`src/rtl/add_1bit_half_if.sv`:
```
// -----------------------------------------------------------------------------
// add_1bit_half_if
// Purpose : Bundles the operand/result signals of the single-bit half adder.
//           clk and reset are not part of the bundle; they stay plain ports
//           on the module.
// Signals :
//   i_en       operand-valid qualifier (driven by master)
//   i_num_a    operand A               (driven by master)
//   i_num_b    operand B               (driven by master)
//   o_res      sum bit   A ^ B         (driven by slave)
//   o_cry      carry bit A & B         (driven by slave)
//   o_vld      o_res/o_cry qualify a sampled operand pair (driven by slave)
//   o_cnt_cry  saturating count of enabled carry events   (driven by slave)
// Modports: master = operand source, slave = the adder.
// -----------------------------------------------------------------------------
interface add_1bit_half_if #(
   parameter int P_CNT_W = 8
);
   logic               i_en;
   logic               i_num_a;
   logic               i_num_b;
   logic               o_res;
   logic               o_cry;
   logic               o_vld;
   logic [P_CNT_W-1:0] o_cnt_cry;

   modport master (
      output i_en,
      output i_num_a,
      output i_num_b,
      input  o_res,
      input  o_cry,
      input  o_vld,
      input  o_cnt_cry
   );

   modport slave (
      input  i_en,
      input  i_num_a,
      input  i_num_b,
      output o_res,
      output o_cry,
      output o_vld,
      output o_cnt_cry
   );
endinterface

```
`src/rtl/add_1bit_half.sv`:
```
// -----------------------------------------------------------------------------
// add_1bit_half
// Purpose : Single-bit half adder (sum = A ^ B, carry = A & B). This is the
//           primitive cell of the add library. The result path is chosen at
//           elaboration:
//             P_REG_OUT = 0 : o_res/o_cry are combinational and o_vld = i_en.
//             P_REG_OUT = 1 : one-cycle registered result with a valid flag.
//                             On idle cycles the result holds its last value.
//           A saturating counter records how many enabled operations
//           produced a carry, for datapath statistics. It counts in both
//           modes.
// Parameters:
//   P_REG_OUT  0 = combinational result, 1 = registered result
//   P_CNT_W    width of o_cnt_cry (1..32). Must match the interface P_CNT_W.
// Ports:
//   i_clk      clock; all state updates on the rising edge
//   i_rst_n    asynchronous active-low reset
//   bus        add_1bit_half_if.slave (operands in, result/valid/count out)
// -----------------------------------------------------------------------------
module add_1bit_half #(
   parameter int P_REG_OUT = 0,
   parameter int P_CNT_W   = 8
) (
   input  logic             i_clk,
   input  logic             i_rst_n,
   add_1bit_half_if.slave   bus
);

   localparam logic [P_CNT_W-1:0] CNT_MAX = '1;
   localparam logic [P_CNT_W-1:0] CNT_ONE = P_CNT_W'(1);

   logic sum_c;
   logic cry_c;
   logic cnt_inc;

   assign sum_c = bus.i_num_a ^ bus.i_num_b;
   assign cry_c = bus.i_num_a & bus.i_num_b;

   // i_en gates the operands first. Because 0 && X resolves to 0,
   // undriven operands on idle cycles cannot bump the counter.
   assign cnt_inc = bus.i_en && cry_c;

   // -------------------------------------------------------------------------
   // Carry-event counter: increments on enabled carries and sticks at
   // all-ones instead of wrapping.
   // -------------------------------------------------------------------------
   logic [P_CNT_W-1:0] cnt_reg;

   always_ff @(posedge i_clk or negedge i_rst_n) begin
      if (!i_rst_n) begin
         cnt_reg <= '0;
      end else if (cnt_inc && (cnt_reg != CNT_MAX)) begin
         cnt_reg <= cnt_reg + CNT_ONE;
      end
   end

   assign bus.o_cnt_cry = cnt_reg;

   // -------------------------------------------------------------------------
   // Result path
   // -------------------------------------------------------------------------
   generate
      if (P_REG_OUT != 0) begin : gen_reg_out
         logic res_reg;
         logic cry_reg;
         logic vld_reg;

         // Reset clears any in-flight result, so the first enabled edge
         // after reset produces a fresh result. Idle cycles drop valid
         // but keep the last result on the outputs.
         always_ff @(posedge i_clk or negedge i_rst_n) begin
            if (!i_rst_n) begin
               res_reg <= 1'b0;
               cry_reg <= 1'b0;
               vld_reg <= 1'b0;
            end else begin
               vld_reg <= bus.i_en;
               if (bus.i_en) begin
                  res_reg <= sum_c;
                  cry_reg <= cry_c;
               end
            end
         end

         assign bus.o_res = res_reg;
         assign bus.o_cry = cry_reg;
         assign bus.o_vld = vld_reg;
      end else begin : gen_comb_out
         // Pure function of the operands: not affected by clock, reset
         // or i_en.
         assign bus.o_res = sum_c;
         assign bus.o_cry = cry_c;
         assign bus.o_vld = bus.i_en;
      end
   endgenerate

endmodule

```
`src/flat_wrapper.sv`:
```
// flat-port wrapper written by rule: the top's interface ports become plain ports
module add_1bit_half_flat 
#(
   parameter int P_REG_OUT = 0,
   parameter int P_CNT_W   = 8
)
  (i_clk, i_rst_n, bus_i_en, bus_i_num_a, bus_i_num_b, bus_o_res, bus_o_cry, bus_o_vld, bus_o_cnt_cry);
  add_1bit_half_if #(.P_CNT_W(P_CNT_W)) bus_i ();
  input  logic i_clk;
  input  logic i_rst_n;
  input wire logic [$bits(bus_i.i_en)-1:0] bus_i_en;
  input wire logic [$bits(bus_i.i_num_a)-1:0] bus_i_num_a;
  input wire logic [$bits(bus_i.i_num_b)-1:0] bus_i_num_b;
  output wire logic [$bits(bus_i.o_res)-1:0] bus_o_res;
  output wire logic [$bits(bus_i.o_cry)-1:0] bus_o_cry;
  output wire logic [$bits(bus_i.o_vld)-1:0] bus_o_vld;
  output wire logic [$bits(bus_i.o_cnt_cry)-1:0] bus_o_cnt_cry;
  assign bus_i.i_en = bus_i_en;
  assign bus_i.i_num_a = bus_i_num_a;
  assign bus_i.i_num_b = bus_i_num_b;
  assign bus_o_res = bus_i.o_res;
  assign bus_o_cry = bus_i.o_cry;
  assign bus_o_vld = bus_i.o_vld;
  assign bus_o_cnt_cry = bus_i.o_cnt_cry;
  add_1bit_half #(.P_REG_OUT(P_REG_OUT), .P_CNT_W(P_CNT_W)) u_core (.i_clk(i_clk), .i_rst_n(i_rst_n), .bus(bus_i));
endmodule
```
`config.mk`:
```
export PLATFORM = sky130hd
export DESIGN_NAME = add_1bit_half_flat
export DESIGN_NICKNAME = d
export VERILOG_FILES = /design/src/rtl/add_1bit_half_if.sv /design/src/rtl/add_1bit_half.sv /design/src/flat_wrapper.sv
export SDC_FILE = /design/constraint.sdc
export NUM_CORES = 1
export LEC_CHECK = 0
export ABC_AREA = 1
export BUFFER_PORTS_ARGS = -buffer_cell sky130_fd_sc_hd__buf_4
export CAP_MARGIN = 30
export CORE_AREA = 2 2 39 41
export DETAILED_ROUTE_END_ITERATION = 10
export DIE_AREA = 0 0 41 43
export HOLD_SLACK_MARGIN = 0.05
export PLACE_DENSITY_LB_ADDON = 0.1
export SKIP_LAST_GASP = 1
export SLEW_MARGIN = 10
export SYNTH_ARGS = -nofsm -noshare
export SYNTH_HDL_FRONTEND = slang
export SYNTH_SLANG_ARGS = --single-unit
```
`constraint.sdc`:
```
create_clock -name i_clk -period 3.7 [get_ports i_clk]
set_input_delay 0.37 -clock i_clk [delete_from_list [all_inputs] [get_ports i_clk]]
set_output_delay 0.37 -clock i_clk [all_outputs]
set_load 0.05 [all_outputs]
```
After elaboration in Yosys (flattened, before gate mapping)
Index checks and enable logic that the tools add are counted.
{"block": "totals", "regBits": 8, "in_bits": 5, "out_inout_bits": 11}
{"block": "classes", "add_sub_neg": 1, "n_eq_ne": 1, "n_bitwise": 2, "reduce_logical": 2}
{"operator": "adder 8 x 1 -> 8 bit (second input constant)", "count": 1}
{"operator": "!= test 8 bit (second input constant)", "count": 1}
{"operator": "logical AND 1 bit", "count": 2}
{"operator": "AND 1 bit", "count": 1}
{"operator": "XOR 1 bit", "count": 1}

Logic depth before layout (Yosys ltp)
Gate-level depths: netlist of run 1.
{"block": "depth", "depth_word": 3, "mapped_depth": 8}

Worst setup path after synthesis of run 1
Ideal clock, no wire load.
{"block": "synth_path", "kind": "register to register", "from": "register u_core.cnt_reg[0], in the netlist u_core.bus.o_cnt_cry[0]", "to": "register u_core.cnt_reg[5], in the netlist u_core.bus.o_cnt_cry[5]", "t_arrival_ps": 1482, "required_time_ps": 3582, "path_slack_ps": 2100, "path_stages_with_launch": 9, "period_less_slack_ps": 1600, "cell_sequence": "dfrtp_1 -> ha_1 -> nand3_1 -> inv_1 -> nand2_4 -> nand2_4 -> inv_2 -> nand2_1 -> nand2_1"}
{"block": "synth_via", "elab_chain_len": 2}
{"element": "start, declared", "line": "add_1bit_half.sv:47", "rtl": "logic [P_CNT_W-1:0] cnt_reg;"}
{"element": "start signal, assigned", "line": "add_1bit_half.sv:53", "rtl": "cnt_reg <= cnt_reg + CNT_ONE;"}
{"element": "branches (longest 2 deep; another with adder 8 x 1 -> 8 bit)"}
Several ways; the timed one is not identified.
A chain may end at the register's enable or synchronous reset.

Worst setup path after layout of run 1
Ends and elaborated chain as after synthesis.

==> impl_metrics.csv, run 1 <==
group,metric,value,unit
die,die_area,0.00176,mm²
critical_path,r2r_slack,2.32,ns
critical_path,critPathLaunch,"u_core.bus.o_cnt_cry[0]",
clock_network,clock_tree.root_cell,"clkbuf_4",
critical_path,cp_data_arrival_time,1.52,ns
yosys,yosys_warnings,0,
route,vias,462,
die,start_util,35.6,%
yosys,synthFlopType,"dfrtp_1",
die,die_w,41,µm
finish,largest_register_ffs,8,
sta,rsz0062_at_grt,"false",
min_path,worstHoldPathType,"primary input to asynchronous set/reset pin",
yosys,synth_edf_count,0,
place,io_buffers,15,
clock_network,htree_levels,1,
sta,hold_violations,0,
sta,setup-violations-final,0,
yosys,synth.distinct_cells,16,
sta,slew_headroom,83.7,%
sta,tns,0,ns
sta,skew,0.00116,ns
route,ant_nets,0,
critical_path,cp-endpoint,"u_core.bus.o_cnt_cry[5]",
power,leakagePower,0.360,nW
route,drc,0,
route,avgViaCountPerCell,4.67,
yosys,synth_top_cell_area_share,40.6,%
power,power,0.000347,W
finish,multi_input_area,246,µm²
route,drt-initial-drc-count,6,
clock_network,cts_tree,"built",
yosys,syn_area_per_cell,7.47,µm²
yosys,async_reset_ff_share,100,%
finish,antenna_cells,0,
grt,grt_max_degree,9,
critical_path,cp-end-kind,"register",
route,drt_wl_total,1000,µm
route,routedWlPerCell,10.1,µm
die,die_h,43,µm
place,dp_worst_setup_slack,2.31,ns
place,hpwl,767,µm
finish,fillers,147,
flow_run,drv_cap,0,
yosys,yosysSeqAreaShare,40.6,%
yosys,syn_area,493,µm²
sta,layout_setup_ws,2.32,ns
critical_path,crit_fanout,7,
critical_path,reg2regPathDepth,8,
critical_path,worstSetupPathType,"register to register",
finish,fin_nets,92,
yosys,synthesis.nets,73,
finish,syn_to_final_growth,31.0,%
route,drt_pass1_iterations,2,
yosys,synth.area.top_cells,"dfrtp_1, nand2_1, nand3_1",
die,ios,16,
sta,drv_slew,0,
grt,grt_pass1_wl,1610,µm
grt,grt_overflow_total,0,
critical_path,rr_startpoint,"u_core.bus.o_cnt_cry[0]",
power,max-vdd-ir-drop,0.000258,V
grt,antenna_found_initial,0,
clock_network,clk_latency,0.25,ns
grt,grt_pass1_vias,404,
critical_path,critPathLaunchType,"register",
clock_network,cts_buffer_depth,2,
sta,min_period_over_period,37.3,%
clock_network,clkTransAtPathRegs,0.06,ns
yosys,netlist_instances,66,
finish,final_layout_size_suffix_gt1_share,27.7,%
critical_path,cp.required,3.85,ns
yosys,yosysTopAreaCell,"dfrtp_1",
sta,fmax,0.725,GHz
yosys,synth_seq_cells,8,
status,status,"completed",
die,core_area,0.00138,mm²
finish,register_area,200,µm²
power,powerDensity,538,mW/mm²
clock_network,clock_sinks,8,
grt,grt_util_all_layers,14.5,%
critical_path,regToRegEndpoint,"u_core.bus.o_cnt_cry[5]",
die,std_cell_rows,14,
place,globalplace.congestion,0.680,
clock_network,numCtsBuffers,3,
sta,period_needed,1.38,ns
sta,max_slew.worst_pin.slew,0.244,ns
clock_network,cts-resized-gates,0,
==> how the worst min path moves through the flow <==
stage / to / slack (ns)
floorplan: u_core.bus.o_cnt_cry[0] / 0.07
global placement: u_core.bus.o_cnt_cry[1] / 0.20
detailed placement: u_core.bus.o_cnt_cry[0] / 0.20
CTS: u_core.bus.o_cnt_cry[0] / 0.46
global route: u_core.bus.o_cnt_cry[0] / 0.49
finish: u_core.bus.o_cnt_cry[1] / 0.48
==> per-stage QoR <==
stage / cells / instance area [µm²] / util (%) / hold slack (ns)
after floorplan: 66 / 493 / - / 0.0744
after detailed placement: 95 / 613 / 44.3 / 0.198
after global routing: 99 / 646 / 46.7 / 0.494
after CTS: 99 / 646 / 46.7 / 0.460
final: 99 / 646 / 46.7 / 0.483
after global placement: 95 / 613 / 44.3 / 0.199
==> power by group <==
group / leakage, nW / internal, W / switching, W / total, W
logic: 0.239 / 0.0000469 / 0.0000983 / 0.000145
clock network: 0.0138 / 0.0000372 / 0.0000306 / 0.0000677
registers: 0.107 / 0.000105 / 0.0000296 / 0.000134
==> layout by cell type, fill, tap and decap left out, drive strengths merged <==
cell type	n
a21oi	1
buf	15
clkbuf	3
dfrtp	8
dlygate4sd3	1
ha	2
inv	9
nand2	26
nand3	9
nor2	5
o21ai	1
o21bai	1
xnor2	2
==> critical path, stage by stage (launching register included) <==
cell,delay [ns]
dfrtp_1,0.45
ha_1,0.26
nand3_1,0.12
inv_1,0.11
nand2_4,0.06
nand2_4,0.10
inv_2,0.06
nand2_1,0.06
nand2_1,0.04
==> layout make-up <==
class                           count  area share, %
Multi-Input combinational cell     47           38.2
Sequential cell                     8           31.0
Timing Repair Buffer               16           19.0
Inverter                            9           5.23
Clock buffer                        3           3.49
Tap cell                           16           3.10
==> kinds of logic after synthesis <==
family                   synth area share [%]
adder cells (fa/ha/maj)                  5.08
AO/OA/AOI/OAI                            3.55
buffers and inverters                    9.39
flip-flops                               40.6
XOR/XNOR                                 3.55
AND/OR/NAND/NOR                          37.8
==> synthesized netlist by cell type (2+ instances only) <==
| cell | count |
|---|---|
| dfrtp_1 | 8 |
| ha_1 | 2 |
| inv_1 | 8 |
| nand2_1 | 23 |
| nand2_4 | 2 |
| nand3_1 | 9 |
| nor2_1 | 4 |
| xnor2_1 | 2 |
==> per-layer routing <==
metal | track usage, % | wire length (µm) | vias to the layer above
met2 | 20.6 | 483 | 11
met4 | 10.0 | 13 | 0
met3 | 6.28 | 70 | 2
li1 | - | - | 240
met5 | 0 | 0 | -
met1 | 16.6 | 435 | 209
==> repair_timing <==
action                                 CTS  global route
setup buffers                            0             0
endpoints found under the hold margin    8             0
hold buffers                             1             0
(Power assumes the default switching activity.)
==> run 2: changes to the inputs <==
==> constraint.sdc (replaced) <==
create_clock -name i_clk -period 1.2 [get_ports i_clk]
set_input_delay 0.12 -clock i_clk [delete_from_list [all_inputs] [get_ports i_clk]]
set_output_delay 0.12 -clock i_clk [all_outputs]
set_load 0.05 [all_outputs]
==> run 2 against run 1 <==
Effect of this change: wire length rose by 9.5%; count of clock-buffer cells in the layout rose by 1; via count rose by 3.2%; non-clock buffer count rose by 4; combinational power rose to 3.9 times the previous value; global-route usage rose by 0.95 points; utilization rose by 6.7 points; sequential power rose to 3.1 times the previous value; critical path type is now register to primary output; critical endpoint is now bus_o_cnt_cry[0]; largest power group unchanged; highest routed layer unchanged.
==> impl_metrics.csv, run 2 (synthesis gave the netlist of run 1 again) <==
group,metric,value,unit
clock_network,cts_buffer_depth,2,
critical_path,cp-end-kind,"primary output",
critical_path,cp_data_arrival_time,1.04,ns
finish,largest_register_ffs,8,
sta,max_slew.worst_pin.slew,0.189,ns
sta,min_period_over_period,96.7,%
power,max-vdd-ir-drop,0.000931,V
route,vias,477,
grt,grt_overflow_total,0,
die,die_h,43,µm
route,routedWlPerCell,10.5,µm
die,std_cell_rows,14,
place,hpwl,823,µm
grt,grt_pass1_vias,428,
clock_network,numCtsBuffers,3,
route,drt_wl_total,1100,µm
sta,drv_slew,0,
sta,setup-violations-final,0,
clock_network,clock_sinks,8,
status,status,"completed",
finish,syn_to_final_growth,49.7,%
critical_path,r2r_slack,0.05,ns
route,drt-initial-drc-count,1,
die,die_area,0.00176,mm²
critical_path,reg2regPathDepth,7,
clock_network,cts_tree,"built",
place,io_buffers,15,
power,powerDensity,1660,mW/mm²
route,avgViaCountPerCell,4.59,
clock_network,clk_latency,0.27,ns
sta,fmax,0.862,GHz
die,start_util,35.6,%
place,post-place-cells,98,
flow_run,drv_cap,0,
critical_path,rr_startpoint,"u_core.bus.o_cnt_cry[1]",
critical_path,crit_fanout,5,
grt,antenna_found_initial,0,
finish,final_util,53.3,%
place,globalplace.congestion,0.723,
critical_path,worstSetupPathType,"register to primary output",
power,power,0.00123,W
sta,whs,0.205,ns
sta,period_needed,1.16,ns
critical_path,critPathLaunchType,"register",
power,leakagePower,0.371,nW
clock_network,clkTransAtPathRegs,0.07,ns
sta,hold_violations,0,
route,drc,0,
finish,final_cells,104,
sta,skew,0.00893,ns
sta,rsz0062_at_grt,"true",
grt,grt_max_degree,9,
critical_path,regToRegEndpoint,"u_core.bus.o_cnt_cry[2]",
sta,slew_headroom,87.4,%
finish,fin_nets,96,
grt,grt_util_all_layers,15.5,%
finish,final_cell_mix,"nand2_1, buf_4, nand3_1",
die,core_area,0.00138,mm²
min_path,worstHoldPathType,"primary input to asynchronous set/reset pin",
finish,final_layout_size_suffix_gt1_share,45.5,%
clock_network,htree_levels,1,
grt,grt_pass1_wl,1750,µm
finish,antenna_cells,0,
die,die_w,41,µm
die,ios,16,
route,drt_pass1_iterations,2,
finish,layout_commonest_cell,"nand2_1",
route,ant_nets,0,
clock_network,clock_tree.root_cell,"clkbuf_4",
critical_path,cp.required,1.08,ns
## run 2: cell count changes in the layout (fill, tap and decap cells not counted), sizes merged
cell,previous run,this run
buf,15,19
clkbuf,3,4
## run 2: what timing repair did
item                       4_1_cts  5_1_grt
gates resized for setup          0        5
setup buffers                    0        1
hold buffers                     1        0
setup endpoints to repair        0        6
hold endpoints to repair         8        0
## run 2: how the worst max path moves through the flow
| stage | from | cells after the start | end |
|---|---|---|---|
| 2_1_floorplan | u_core.bus.o_cnt_cry[0] | 8 | u_core.bus.o_cnt_cry[0] |
| 3_3_place_gp | u_core.bus.o_cnt_cry[1] | 8 | u_core.bus.o_cnt_cry[1] |
| 3_5_place_dp | u_core.bus.o_cnt_cry[1] | 7 | u_core.bus.o_cnt_cry[2] |
| 4_1_cts | u_core.bus.o_cnt_cry[1] | 6 | u_core.bus.o_cnt_cry[2] |
| 5_1_grt | u_core.bus.o_cnt_cry[0] | 8 | u_core.bus.o_cnt_cry[4] |
| 6_report | u_core.bus.o_cnt_cry[0] | 2 | bus_o_cnt_cry[0] |
## run 2: stage by stage
stage,setup TNS (ns),area (µm²),setup slack [ns]
floorplan,-0.534,534,-0.101
detailed placement,0,671,0.0341
global placement,0,671,0.0382
CTS,0,707,0.0179
global route,-0.0167,738,-0.00941
finish,0,738,0.0394
## run 2: cell type report
type	count	area [µm²]
Clock buffer	4	26.3
Fill cell	135	646
Inverter	9	36.3
Multi-Input combinational cell	47	294
Sequential cell	8	209
Tap cell	16	20.0
Timing Repair Buffer	20	153
## run 2: metal layers
metal	vias to the layer above	routed length, µm	track usage [%]
met4	0	37	12.0
li1	249	-	-
met1	210	463	19.0
met5	-	0	0
met2	14	529	21.3
met3	4	67	4.71
## run 2: power by group
group          switching (W)  internal (W)
logic               0.000355      0.000212
registers          0.0000849      0.000333
clock network       0.000114      0.000128
## run 2: worst max-delay path, cell delays in order, from the launching register on
cell     delay, ns
dfrtp_2       0.43
buf_4         0.16
buf_4         0.18
